`src/rtl/rf_writeback_unit_if.sv`:
```
`default_nettype none
// ============================================================================
//  Module      : rf_writeback_unit_if
//  Description : Bundle of the execute request, load-response bus and
//                register-file write port seen by the writeback stage.
//                master : execute / memory side (drives requests and
//                         load responses, observes the results)
//                slave  : rf_writeback_unit
//  Signals     : wb_valid/wb_ready   request handshake
//                opcode, funct3, rd_addr, alu_out, pc_plus_4, load_offset
//                bus_rvalid, bus_rddata   load response
//                rf_we, rf_waddr, rf_wdata   register-file write port
//                stall, load_fault   status
//  Revision    : 1.0  initial release
// ============================================================================
interface rf_writeback_unit_if #(
    parameter int XLEN = 32
);
    localparam int OFFW = $clog2(XLEN / 8);

    logic              wb_valid;
    logic              wb_ready;
    logic [6:0]        opcode;
    logic [2:0]        funct3;
    logic [4:0]        rd_addr;
    logic [XLEN-1:0]   alu_out;
    logic [XLEN-1:0]   pc_plus_4;
    logic [OFFW-1:0]   load_offset;
    logic              bus_rvalid;
    logic [XLEN-1:0]   bus_rddata;
    logic              rf_we;
    logic [4:0]        rf_waddr;
    logic [XLEN-1:0]   rf_wdata;
    logic              stall;
    logic              load_fault;

    modport master (
        output wb_valid, opcode, funct3, rd_addr, alu_out, pc_plus_4,
               load_offset, bus_rvalid, bus_rddata,
        input  wb_ready, rf_we, rf_waddr, rf_wdata, stall, load_fault
    );

    modport slave (
        input  wb_valid, opcode, funct3, rd_addr, alu_out, pc_plus_4,
               load_offset, bus_rvalid, bus_rddata,
        output wb_ready, rf_we, rf_waddr, rf_wdata, stall, load_fault
    );
endinterface
`default_nettype wire

```
`src/rtl/rf_writeback_unit.sv`:
```
`default_nettype none
// ============================================================================
//  Module      : rf_writeback_unit
//  Description : Registered writeback stage. Accepts one request per cycle,
//                waits (with timeout) for load data, aligns and extends
//                sub-word loads and drives the register-file write port one
//                cycle after the result is known.
//  Ports       : clk   core clock (rising edge)
//                rst   synchronous active-high reset
//                wb    rf_writeback_unit_if.slave (request, load bus,
//                      register-file write port, stall, load_fault)
//  Parameters  : XLEN          32 or 64
//                LOAD_TIMEOUT  1..65535 cycles waiting for load data
//  Macro       : WB_MISALIGN_TRAP_EN - trap misaligned loads with a
//                load_fault pulse instead of aligning the offset down
//  Revision    : 1.0  initial release
// ============================================================================
module rf_writeback_unit #(
    parameter int XLEN         = 32,
    parameter int LOAD_TIMEOUT = 255
) (
    input  wire logic            clk,
    input  wire logic            rst,
    rf_writeback_unit_if.slave   wb
);
    localparam int OFFW = $clog2(XLEN / 8);

    localparam logic [6:0] c_op_r_type  = 7'b0110011;
    localparam logic [6:0] c_op_i_type  = 7'b0010011;
    localparam logic [6:0] c_op_lui     = 7'b0110111;
    localparam logic [6:0] c_op_auipc   = 7'b0010111;
    localparam logic [6:0] c_op_jalr    = 7'b1100111;
    localparam logic [6:0] c_op_jal     = 7'b1101111;
    localparam logic [6:0] c_op_load    = 7'b0000011;
    localparam logic [15:0] c_timeout_last = 16'(LOAD_TIMEOUT - 1);

    typedef enum logic [0:0] {
        IDLE      = 1'b0,
        WAIT_LOAD = 1'b1
    } state_t;

    state_t            state_q, state_d;
    logic [15:0]       count_q, count_d;
    logic [2:0]        ld_funct3_q, ld_funct3_d;
    logic [4:0]        ld_rd_q, ld_rd_d;
    logic [OFFW-1:0]   ld_off_q, ld_off_d;
    logic              rf_we_q, rf_we_d;
    logic [4:0]        rf_waddr_q, rf_waddr_d;
    logic [XLEN-1:0]   rf_wdata_q, rf_wdata_d;
    logic              load_fault_q, load_fault_d;

    logic              w_f3_legal;
    logic [OFFW-1:0]   w_align_mask;
    logic [OFFW-1:0]   w_eff_off;
    logic [XLEN-1:0]   w_shifted;
    logic [XLEN-1:0]   w_ld_data;
    logic              w_do_write;
    logic [4:0]        w_write_rd;
    logic [XLEN-1:0]   w_write_data;

    // LD and LWU only exist on RV64.
    always_comb begin
        w_f3_legal = 1'b0;
        case (wb.funct3)
            3'b000, 3'b001, 3'b010, 3'b100, 3'b101: w_f3_legal = 1'b1;
            3'b011, 3'b110:                         w_f3_legal = (XLEN == 64);
            default:                                w_f3_legal = 1'b0;
        endcase
    end

`ifdef WB_MISALIGN_TRAP_EN
    logic w_misaligned;
    always_comb begin
        w_misaligned = 1'b0;
        case (wb.funct3[1:0])
            2'b01:   w_misaligned = wb.load_offset[0];
            2'b10:   w_misaligned = (wb.load_offset[1:0] != 2'b00);
            2'b11:   w_misaligned = (wb.load_offset != '0);
            default: w_misaligned = 1'b0;
        endcase
    end
`endif

    // Offset is forced down to the access size. In trap mode only aligned
    // offsets reach WAIT_LOAD, so the mask is then a no-op.
    always_comb begin
        w_align_mask = '1;
        case (ld_funct3_q[1:0])
            2'b01:   w_align_mask = ~(OFFW'(1));
            2'b10:   w_align_mask = ~(OFFW'(3));
            2'b11:   w_align_mask = '0;
            default: w_align_mask = '1;
        endcase
    end

    assign w_eff_off = ld_off_q & w_align_mask;
    assign w_shifted = wb.bus_rddata >> {w_eff_off, 3'b000};

    always_comb begin
        w_ld_data = w_shifted;
        case (ld_funct3_q)
            3'b000:  w_ld_data = XLEN'($signed(w_shifted[7:0]));
            3'b100:  w_ld_data = XLEN'(w_shifted[7:0]);
            3'b001:  w_ld_data = XLEN'($signed(w_shifted[15:0]));
            3'b101:  w_ld_data = XLEN'(w_shifted[15:0]);
            3'b010:  w_ld_data = XLEN'($signed(w_shifted[31:0]));
            3'b110:  w_ld_data = XLEN'(w_shifted[31:0]);
            default: w_ld_data = w_shifted;
        endcase
    end

    always_comb begin
        state_d      = state_q;
        count_d      = count_q;
        ld_funct3_d  = ld_funct3_q;
        ld_rd_d      = ld_rd_q;
        ld_off_d     = ld_off_q;
        load_fault_d = 1'b0;
        w_do_write   = 1'b0;
        w_write_rd   = wb.rd_addr;
        w_write_data = '0;

        case (state_q)
            IDLE: begin
                if (wb.wb_valid) begin
                    case (wb.opcode)
                        c_op_r_type, c_op_i_type, c_op_lui, c_op_auipc: begin
                            w_do_write   = 1'b1;
                            w_write_data = wb.alu_out;
                        end
                        c_op_jalr, c_op_jal: begin
                            w_do_write   = 1'b1;
                            w_write_data = wb.pc_plus_4;
                        end
                        c_op_load: begin
                            if (!w_f3_legal) begin
                                // Illegal size: retire a zero without a bus wait.
                                w_do_write   = 1'b1;
                                w_write_data = '0;
                            end else
`ifdef WB_MISALIGN_TRAP_EN
                            if (w_misaligned) begin
                                load_fault_d = 1'b1;
                            end else
`endif
                            begin
                                state_d     = WAIT_LOAD;
                                count_d     = '0;
                                ld_funct3_d = wb.funct3;
                                ld_rd_d     = wb.rd_addr;
                                ld_off_d    = wb.load_offset;
                            end
                        end
                        default: ;
                    endcase
                end
            end
            WAIT_LOAD: begin
                // Data in the timeout cycle takes priority over the fault.
                if (wb.bus_rvalid) begin
                    w_do_write   = 1'b1;
                    w_write_rd   = ld_rd_q;
                    w_write_data = w_ld_data;
                    state_d      = IDLE;
                end else if (count_q == c_timeout_last) begin
                    load_fault_d = 1'b1;
                    count_d      = '0;
                    state_d      = IDLE;
                end else begin
                    count_d = count_q + 16'd1;
                end
            end
            default: state_d = IDLE;
        endcase

        // x0 is never written; waddr/wdata hold their last written value.
        rf_we_d    = w_do_write && (w_write_rd != 5'd0);
        rf_waddr_d = rf_we_d ? w_write_rd   : rf_waddr_q;
        rf_wdata_d = rf_we_d ? w_write_data : rf_wdata_q;
    end

    always_ff @(posedge clk) begin
        if (rst) begin
            state_q      <= IDLE;
            count_q      <= '0;
            ld_funct3_q  <= '0;
            ld_rd_q      <= '0;
            ld_off_q     <= '0;
            rf_we_q      <= 1'b0;
            rf_waddr_q   <= '0;
            rf_wdata_q   <= '0;
            load_fault_q <= 1'b0;
        end else begin
            state_q      <= state_d;
            count_q      <= count_d;
            ld_funct3_q  <= ld_funct3_d;
            ld_rd_q      <= ld_rd_d;
            ld_off_q     <= ld_off_d;
            rf_we_q      <= rf_we_d;
            rf_waddr_q   <= rf_waddr_d;
            rf_wdata_q   <= rf_wdata_d;
            load_fault_q <= load_fault_d;
        end
    end

    // Status is combinational from the state; both read low while in reset.
    assign wb.wb_ready   = (state_q == IDLE) && !rst;
    assign wb.stall      = (state_q == WAIT_LOAD) && !rst;
    assign wb.rf_we      = rf_we_q;
    assign wb.rf_waddr   = rf_waddr_q;
    assign wb.rf_wdata   = rf_wdata_q;
    assign wb.load_fault = load_fault_q;

endmodule
`default_nettype wire
```
`src/flat_wrapper.sv`:
```
// flat-port wrapper written by rule: the top's interface ports become plain ports
module rf_writeback_unit_flat 
#(
    parameter int XLEN         = 32,
    parameter int LOAD_TIMEOUT = 255
)
  (clk, rst, wb_wb_valid, wb_opcode, wb_funct3, wb_rd_addr, wb_alu_out, wb_pc_plus_4, wb_load_offset, wb_bus_rvalid, wb_bus_rddata, wb_wb_ready, wb_rf_we, wb_rf_waddr, wb_rf_wdata, wb_stall, wb_load_fault);
  rf_writeback_unit_if #(.XLEN(XLEN)) wb_i ();
  input  wire logic clk;
  input  wire logic rst;
  input wire logic [$bits(wb_i.wb_valid)-1:0] wb_wb_valid;
  input wire logic [$bits(wb_i.opcode)-1:0] wb_opcode;
  input wire logic [$bits(wb_i.funct3)-1:0] wb_funct3;
  input wire logic [$bits(wb_i.rd_addr)-1:0] wb_rd_addr;
  input wire logic [$bits(wb_i.alu_out)-1:0] wb_alu_out;
  input wire logic [$bits(wb_i.pc_plus_4)-1:0] wb_pc_plus_4;
  input wire logic [$bits(wb_i.load_offset)-1:0] wb_load_offset;
  input wire logic [$bits(wb_i.bus_rvalid)-1:0] wb_bus_rvalid;
  input wire logic [$bits(wb_i.bus_rddata)-1:0] wb_bus_rddata;
  output wire logic [$bits(wb_i.wb_ready)-1:0] wb_wb_ready;
  output wire logic [$bits(wb_i.rf_we)-1:0] wb_rf_we;
  output wire logic [$bits(wb_i.rf_waddr)-1:0] wb_rf_waddr;
  output wire logic [$bits(wb_i.rf_wdata)-1:0] wb_rf_wdata;
  output wire logic [$bits(wb_i.stall)-1:0] wb_stall;
  output wire logic [$bits(wb_i.load_fault)-1:0] wb_load_fault;
  assign wb_i.wb_valid = wb_wb_valid;
  assign wb_i.opcode = wb_opcode;
  assign wb_i.funct3 = wb_funct3;
  assign wb_i.rd_addr = wb_rd_addr;
  assign wb_i.alu_out = wb_alu_out;
  assign wb_i.pc_plus_4 = wb_pc_plus_4;
  assign wb_i.load_offset = wb_load_offset;
  assign wb_i.bus_rvalid = wb_bus_rvalid;
  assign wb_i.bus_rddata = wb_bus_rddata;
  assign wb_wb_ready = wb_i.wb_ready;
  assign wb_rf_we = wb_i.rf_we;
  assign wb_rf_waddr = wb_i.rf_waddr;
  assign wb_rf_wdata = wb_i.rf_wdata;
  assign wb_stall = wb_i.stall;
  assign wb_load_fault = wb_i.load_fault;
  rf_writeback_unit #(.XLEN(XLEN), .LOAD_TIMEOUT(LOAD_TIMEOUT)) u_core (.clk(clk), .rst(rst), .wb(wb_i));
endmodule
```
`config.mk`:
```
export PLATFORM = sky130hd
export DESIGN_NAME = rf_writeback_unit_flat
export DESIGN_NICKNAME = d
export VERILOG_FILES = /design/src/rtl/rf_writeback_unit_if.sv /design/src/rtl/rf_writeback_unit.sv /design/src/flat_wrapper.sv
export SDC_FILE = /design/constraint.sdc
export NUM_CORES = 1
export LEC_CHECK = 0
export ABC_AREA = 1
export ABC_CLOCK_PERIOD_IN_PS = 3340
export CORE_MARGIN = 2
export CORE_UTILIZATION = 40
export CTS_CLUSTER_DIAMETER = 30
export DETAILED_ROUTE_END_ITERATION = 6
export PLACE_DENSITY = 0.71
export SETUP_SLACK_MARGIN = 0.15
export SLEW_MARGIN = 20
export SYNTH_ARGS = -nofsm -noshare
export SYNTH_HDL_FRONTEND = slang
export SYNTH_SLANG_ARGS = --single-unit
```
`constraint.sdc`:
```
create_clock -name clk -period 3.34 [get_ports clk]
set_input_delay 0.668 -clock clk [delete_from_list [all_inputs] [get_ports clk]]
set_output_delay 0.668 -clock clk [all_outputs]
set_load 0.01 [all_outputs]
```
==> impl_metrics.csv, run 1 <==
group,metric,value,unit
outcome,status,"finished, violations left",
outcome,violations,"DRC",
global_routing,grt_pass1_wl,24.1,mm
final_layout,n_fill_cell,1099,
timing,setup_viol,0,
timing,worst_pin_slew,0.593,ns
synthesis,ys_ff_latch,66,
timing,relSlewSlack,60.5,%
global_routing,grt_max_degree,46,
floorplan,core-area,11300,sq um
synthesis,syn_area_per_cell,5.71,sq um
synthesis,synth_top_area_share,28.7,%
synthesis,yosys_warnings,0,
power_and_ir_drop,power_density,331,nW/um^2
clock_tree,htreeDepth,3,
floorplan,rows,39,
clock_tree,cts_setup_buffers,0,
synthesis,ys_async_sr_fraction,0,%
synthesis,netlist_area,4600,sq um
setup_path,cp_top_family,"simple AND/OR/NAND/NOR gates",
setup_path,crit_path_max_incr_delay,0.49,ns
global_routing,grt.total_usage,24.1,%
drt,drc,1,
final_layout,final_cells,1093,
setup_path,critPathKind,"input pin to flip-flop",
setup_path,crit_slowest_cell,"clkdlybuf4s50_1",
setup_path,start_kind,"input pin",
clock_tree,cts_tree,"done",
timing,finalHoldViolCount,0,
place,place_congestion,0.960,
place,port_buffers,157,
drt,dr_wl_met2,6.77,mm
timing,finalMaxSlewViolations,0,
setup_path,crit_top_cell,"nand2_1",
drt,wl_met1,6.93,mm
power_and_ir_drop,p_total,2.17,mW
timing,fin_worst_skew,0.00948,ns
setup_path,critical_path_arrival,2.84,ns
final_layout,n_antenna_cell,0,
final_layout,multi_input_area,2590,sq um
clock_tree,clk_pin_slew,0.06,ns
synthesis,yosysSeqAreaShare,28.7,%
synthesis,synth_area_leaders,"dfxtp_1 (29%), nand2_1 (18%), nand3_1 (10%)",
setup_path,crit_fanout,45,
clock_tree,hold_buffers,0,
clock_tree,cts_sinks,66,
global_routing,grt_pass1_vias,4759,
drt,route.met3.wl,1.06,mm
timing,layout_worst_path_cycle_share,76.7,%
final_layout,seq_area,1320,sq um
place,dp_hpwl,11.0,mm
setup_path,critPathBufInv,2,
global_routing,gr-total-overflow,0,
synthesis,synthCells,807,
synthesis,yosys.area.top_type,"dfxtp_1",
setup_path,r2r_setup_slack,1.05,ns
worst_hold_path,min_path_type,"flip-flop to flip-flop",
run,drv_cap,0,
final_layout,drive_gt1_share,4.74,%
clock_tree,ctsResizeCount,0,
power_and_ir_drop,p_leak,2.95,nW
place,dpl.cell_count,1077,
timing,fin_crit,2.56,ns
synthesis,synth_nets,926,
drt,vias,5405,
setup_path,required,3.62,ns
clock_tree,cts_root_buf,"clkbuf_16",
floorplan,dieArea,12400,sq um
power_and_ir_drop,vdd_drop_max,0.294,mV
timing,fmaxAchievable,0.391,GHz
clock_tree,cts_buffers,9,
floorplan,initial_core_util,40.7,%
setup_path,crit_path_end_kind,"flip-flop",
drt,drt-vias-per-instance,4.95,
floorplan,fp.dieH,111,um
drt,drt_iter0_drc,420,
drt,top_layer,"met4",
drt,ant_nets,0,
floorplan,io_pins,158,
timing,rsz0062_at_grt,"false",
drt,firstDrtPassIters,7,
synthesis,ys_types,32,
setup_path,cp_cell_sequence,"clkdlybuf4s50_1 > nand2_2 > nand2_1 > o21ai_1 > nor2_1 > nand3_4 > nand2_4 > inv_2 > nand2_1 > nand2_1 > nor2_1",
synthesis,synth_edf_count,0,
clock_tree,worstSkewPairLatency,0.34,ns
global_routing,antenna_found_initial,0,
floorplan,fp.dieW,111,um
clock_tree,cts_max_path_buffers,2,
drt,wire_per_inst,13.7,um
synthesis,synth_ff_type,"dfxtp_1",
final_layout,area_growth,42.5,%
timing,fin_tns_setup,0,ns
drt,drt_wl_total,15.0,mm
final_layout,final_nets,1064,
[cells by family after synthesis]
kind of cell,share of synthesized area [%]
AND/OR/NAND/NOR,38.9
adder cells (fa/ha/maj),0.543
AO/OA/AOI/OAI,16.6
flip-flops,28.7
XOR/XNOR,0.190
buffers and inverters,15.1
[area by class of cell]
| type | instances | share of cell area (%) |
|---|---|---|
| timing repair buffer | 170 | 25.4 |
| sequential | 66 | 20.1 |
| clock inverter | 5 | 1.32 |
| clock buffer | 11 | 3.70 |
| tap | 143 | 2.73 |
| multi-input combinational | 572 | 39.5 |
| inverter | 126 | 7.21 |
[worst min-delay path, stage by stage (launching register included)]
cell     delay, ns
dfxtp_1       0.30
inv_1         0.06
a21oi_1       0.06
[cells in the mapped netlist, types with 2 or more instances]
master,count
a21oi_1,60
buf_1,2
buf_2,17
buf_4,2
buf_6,4
clkbuf_1,18
dfxtp_1,66
ha_1,2
inv_1,123
inv_2,2
nand2_1,215
nand2_2,2
nand3_1,93
nand3_2,4
nand4_1,4
nor2_1,91
nor2_2,2
nor2_4,3
nor3_1,2
o21a_1,2
o21ai_0,63
o21ai_1,19
o21ai_2,2
[sequential cells by signal (all words and copies together) (netlist names)]
name	cells
u_core.wb.rf_wdata	32
u_core.count_q	16
u_core.ld_rd_q	5
u_core.wb.rf_waddr	5
u_core.ld_funct3_q	3
u_core.ld_off_q	2
u_core.state_q	1
u_core.wb.load_fault	1
u_core.wb.rf_we	1
[where the power goes]
| part | internal, mW | switching [mW] | total, mW |
|---|---|---|---|
| clock network | 0.680 | 0.381 | 1.06 |
| logic | 0.175 | 0.132 | 0.307 |
| registers | 0.798 | 0.00612 | 0.804 |
| total | 1.65 | 0.520 | 2.17 |
[through the flow]
stage          utilization, %  worst slack (ns)  hold WS [ns]  instance area, sq um
6_report                 58.0             0.780         0.459                  6560
5_1_grt                  58.0             0.560         0.476                  6560
4_1_cts                  58.0             0.794         0.460                  6560
3_5_place_dp             55.1             0.457         0.451                  6230
3_3_place_gp             55.1             0.551         0.442                  6230
2_1_floorplan               -              1.33         0.430                  4600
[path summary, 6_finish.rpt]
check | start | end | cells past startpoint
worst max register to register | u_core.ld_funct3_q[1] | u_core.wb.rf_wdata[20] | 8
worst max-delay path | wb_bus_rvalid | u_core.wb.rf_waddr[1] | 11
worst min-delay path | u_core.ld_rd_q[3] | u_core.ld_rd_q[3] | 2
worst min register to register | u_core.ld_rd_q[3] | u_core.ld_rd_q[3] | 2
[layout by cell type (no fill, tap or decap), types with 2 or more instances in the layout]
cell | netlist | layout
nor2_1 | 91 | 91
o21ai_0 | 63 | 63
dfxtp_1 | 66 | 66
nand4_1 | 4 | 4
clkbuf_16 | 0 | 9
bufinv_16 | 0 | 2
clkinv_4 | 0 | 2
nand3_1 | 93 | 93
o21ai_2 | 2 | 2
inv_2 | 2 | 2
o21a_1 | 2 | 2
clkdlybuf4s50_1 | 0 | 157
nor3_1 | 2 | 2
nand2_2 | 2 | 2
ha_1 | 2 | 2
o21ai_1 | 19 | 19
a21oi_1 | 60 | 60
nand3_2 | 4 | 4
nor2_2 | 2 | 2
buf_4 | 2 | 13
nand2_1 | 215 | 215
inv_1 | 123 | 123
nor2_4 | 3 | 3
[layer usage]
metal | up-vias | track usage [%]
met4 | 0 | 6.42
met3 | 19 | 5.47
li1 | 2804 | -
met2 | 215 | 37.4
met5 | - | 0
met1 | 2367 | 33.7
Note: power is estimated with default switching activity, not from simulation.
==> run 2, diff against run 1 <==
Settings changed: ABC_CLOCK_PERIOD_IN_PS 3340 to 2450.
Clock period 3.34 ns to 2.45 ns, I/O delays scaled along.
==> run 2 against run 1 <==
Compared with the run above: the run now ends clean; setup slack got worse by 0.50 ns; clock-buffer cell count shrank 1; via count is 1.5% higher; clock skew about the same; largest power group unchanged.
==> impl_metrics.csv, run 2 (synthesis gave the netlist of run 1 again) <==
group,metric,value,unit
clock_tree,cts_sinks,66,
final_layout,multi_input_area,2590,sq um
power_and_ir_drop,p_seq_share,38.5,%
global_routing,grt_pass1_wl,24.9,mm
timing,finalMaxSlewViolations,0,
global_routing,antenna_found_initial,0,
setup_path,crit_path_end_kind,"output port",
drt,ant_nets,0,
clock_tree,clk_pin_slew,0.06,ns
drt,drt_iter0_drc,349,
timing,rsz0062_at_grt,"false",
global_routing,grt_max_degree,51,
final_layout,final_common_cell,"nand2_1",
drt,drc,0,
clock_tree,cts_tree,"done",
final_layout,seq_area,1320,sq um
drt,wire_per_inst,13.8,um
worst_hold_path,min_path_type,"flip-flop to flip-flop",
floorplan,initial_core_util,40.7,%
global_routing,gr-max-usage-layer,"met2",
power_and_ir_drop,clkPwrFrac,46.6,%
final_layout,most-common-layout-cells,"nand2_1 (215), clkdlybuf4s50_1 (157), inv_1 (123)",
timing,fin_worst_skew,0.00998,ns
drt,firstDrtPassIters,6,
clock_tree,worstSkewPairLatency,0.33,ns
global_routing,grt.total_usage,24.4,%
final_layout,n_fill_cell,1145,
place,dp_hpwl,11.4,mm
timing,finalHoldViolCount,0,
timing,worst_pin_slew,0.534,ns
clock_tree,cts_root_buf,"clkbuf_16",
clock_tree,cts_setup_buffers,0,
timing,layout_worst_path_cycle_share,88.5,%
floorplan,core-area,11300,sq um
place,place_area,6340,sq um
floorplan,io_pins,158,
floorplan,rows,39,
power_and_ir_drop,p_sw_share,24.6,%
clock_tree,cts_max_path_buffers,2,
floorplan,dieArea,12400,sq um
setup_path,required,1.96,ns
clock_tree,hold_buffers,0,
setup_path,critical_path_arrival,1.68,ns
final_layout,finish.utilization,58.7,%
final_layout,n_antenna_cell,0,
setup_path,critPathKind,"input pin to output port",
power_and_ir_drop,power_density,429,nW/um^2
setup_path,crit_fanout,6,
global_routing,met3_usage,4.26,%
final_layout,final_area,6640,sq um
place,place_congestion,0.919,
power_and_ir_drop,switching_power,0.699,mW
final_layout,final_nets,1073,
floorplan,fp.dieW,111,um
global_routing,met1_usage,33.6,%
run,drv_cap,0,
timing,fin_crit,2.17,ns
outcome,status,"finished, final reports clean",
global_routing,grt_pass1_vias,5027,
drt,vias,5488,
clock_tree,ctsResizeCount,0,
drt,drt_wl_total,15.2,mm
timing,fmaxAchievable,0.461,GHz
final_layout,drive_gt1_share,5.74,%
power_and_ir_drop,vdd_drop_max,0.373,mV
power_and_ir_drop,comb_power_share,14.9,%
final_layout,area_growth,44.2,%
setup_path,start_kind,"input pin",
timing,setup_viol,0,
clock_tree,cts_buffers,9,
timing,fin_tns_setup,0,ns
clock_tree,htreeDepth,3,
drt,drt-vias-per-instance,4.98,
global_routing,grtUsageMet2,39.7,%
global_routing,gr-total-overflow,0,
place,port_buffers,157,
power_and_ir_drop,internal_power,2.15,mW
floorplan,fp.dieH,111,um
timing,relSlewSlack,64.4,%
final_layout,largest_reg_flops,32,
power_and_ir_drop,p_leak,2.99,nW
==> run 2: cell types whose count changed in the layout (fill, tap and decap cells not counted), sizes merged <==
cell,change
clkinv,+1
bufinv,-1
clkbuf,-1
clkinvlp,+1
buf,+9
==> run 2: metal layers <==
| metal | up-vias | part of all wire, % |
|---|---|---|
| li1 | 2833 | - |
| met1 | 2421 | 46 |
| met2 | 216 | 46 |
| met3 | 18 | 6.9 |
| met4 | 0 | 1.6 |
| met5 | - | 0 |
==> run 2: critical path, stage by stage <==
cell,delay (ns)
clkdlybuf4s50_1,0.51
nor2_1,0.14
clkdlybuf4s50_1,0.54
==> run 2: cell type report <==
type                    instances  share of cell area (%)
clock inverters                 6                   0.980
inverters                     126                    7.12
flip-flops and latches         66                    19.9
clock buffers                  10                    3.60
multi-input cells             572                    39.0
well taps                     143                    2.69
repair buffers                179                    26.7
==> run 2: path summary, 6_finish.rpt <==
path                     startpoint                endpoint  slack, ns  depth (start not counted)
hold reg to reg   u_core.ld_rd_q[4]       u_core.ld_rd_q[4]       0.46                          2
setup / recovery                rst                wb_stall       0.28                          3
setup reg to reg     u_core.state_q  u_core.wb.rf_wdata[15]       0.63                          8
hold / removal    u_core.ld_rd_q[4]       u_core.ld_rd_q[4]       0.46                          2
==> run 2: power by group through the flow <==
stage	combinational [mW]	sequential [mW]	clock [mW]
CTS	0.425	1.10	1.33
detailed placement	0.422	1.12	0
global placement	0.422	1.12	0
floorplan	0.143	1.12	0
global route	0.465	1.10	1.38
finish	0.425	1.10	1.33
==> run 2: stage by stage <==
stage	power [mW]	setup slack [ns]	hold slack (ns)	cells
finish	2.85	0.282	0.461	1102
global route	2.94	0.258	0.478	1102
CTS	2.85	0.278	0.462	1102
detailed placement	1.54	0.116	0.454	1086
global placement	1.54	0.140	0.446	1086
floorplan	1.27	0.799	0.430	807
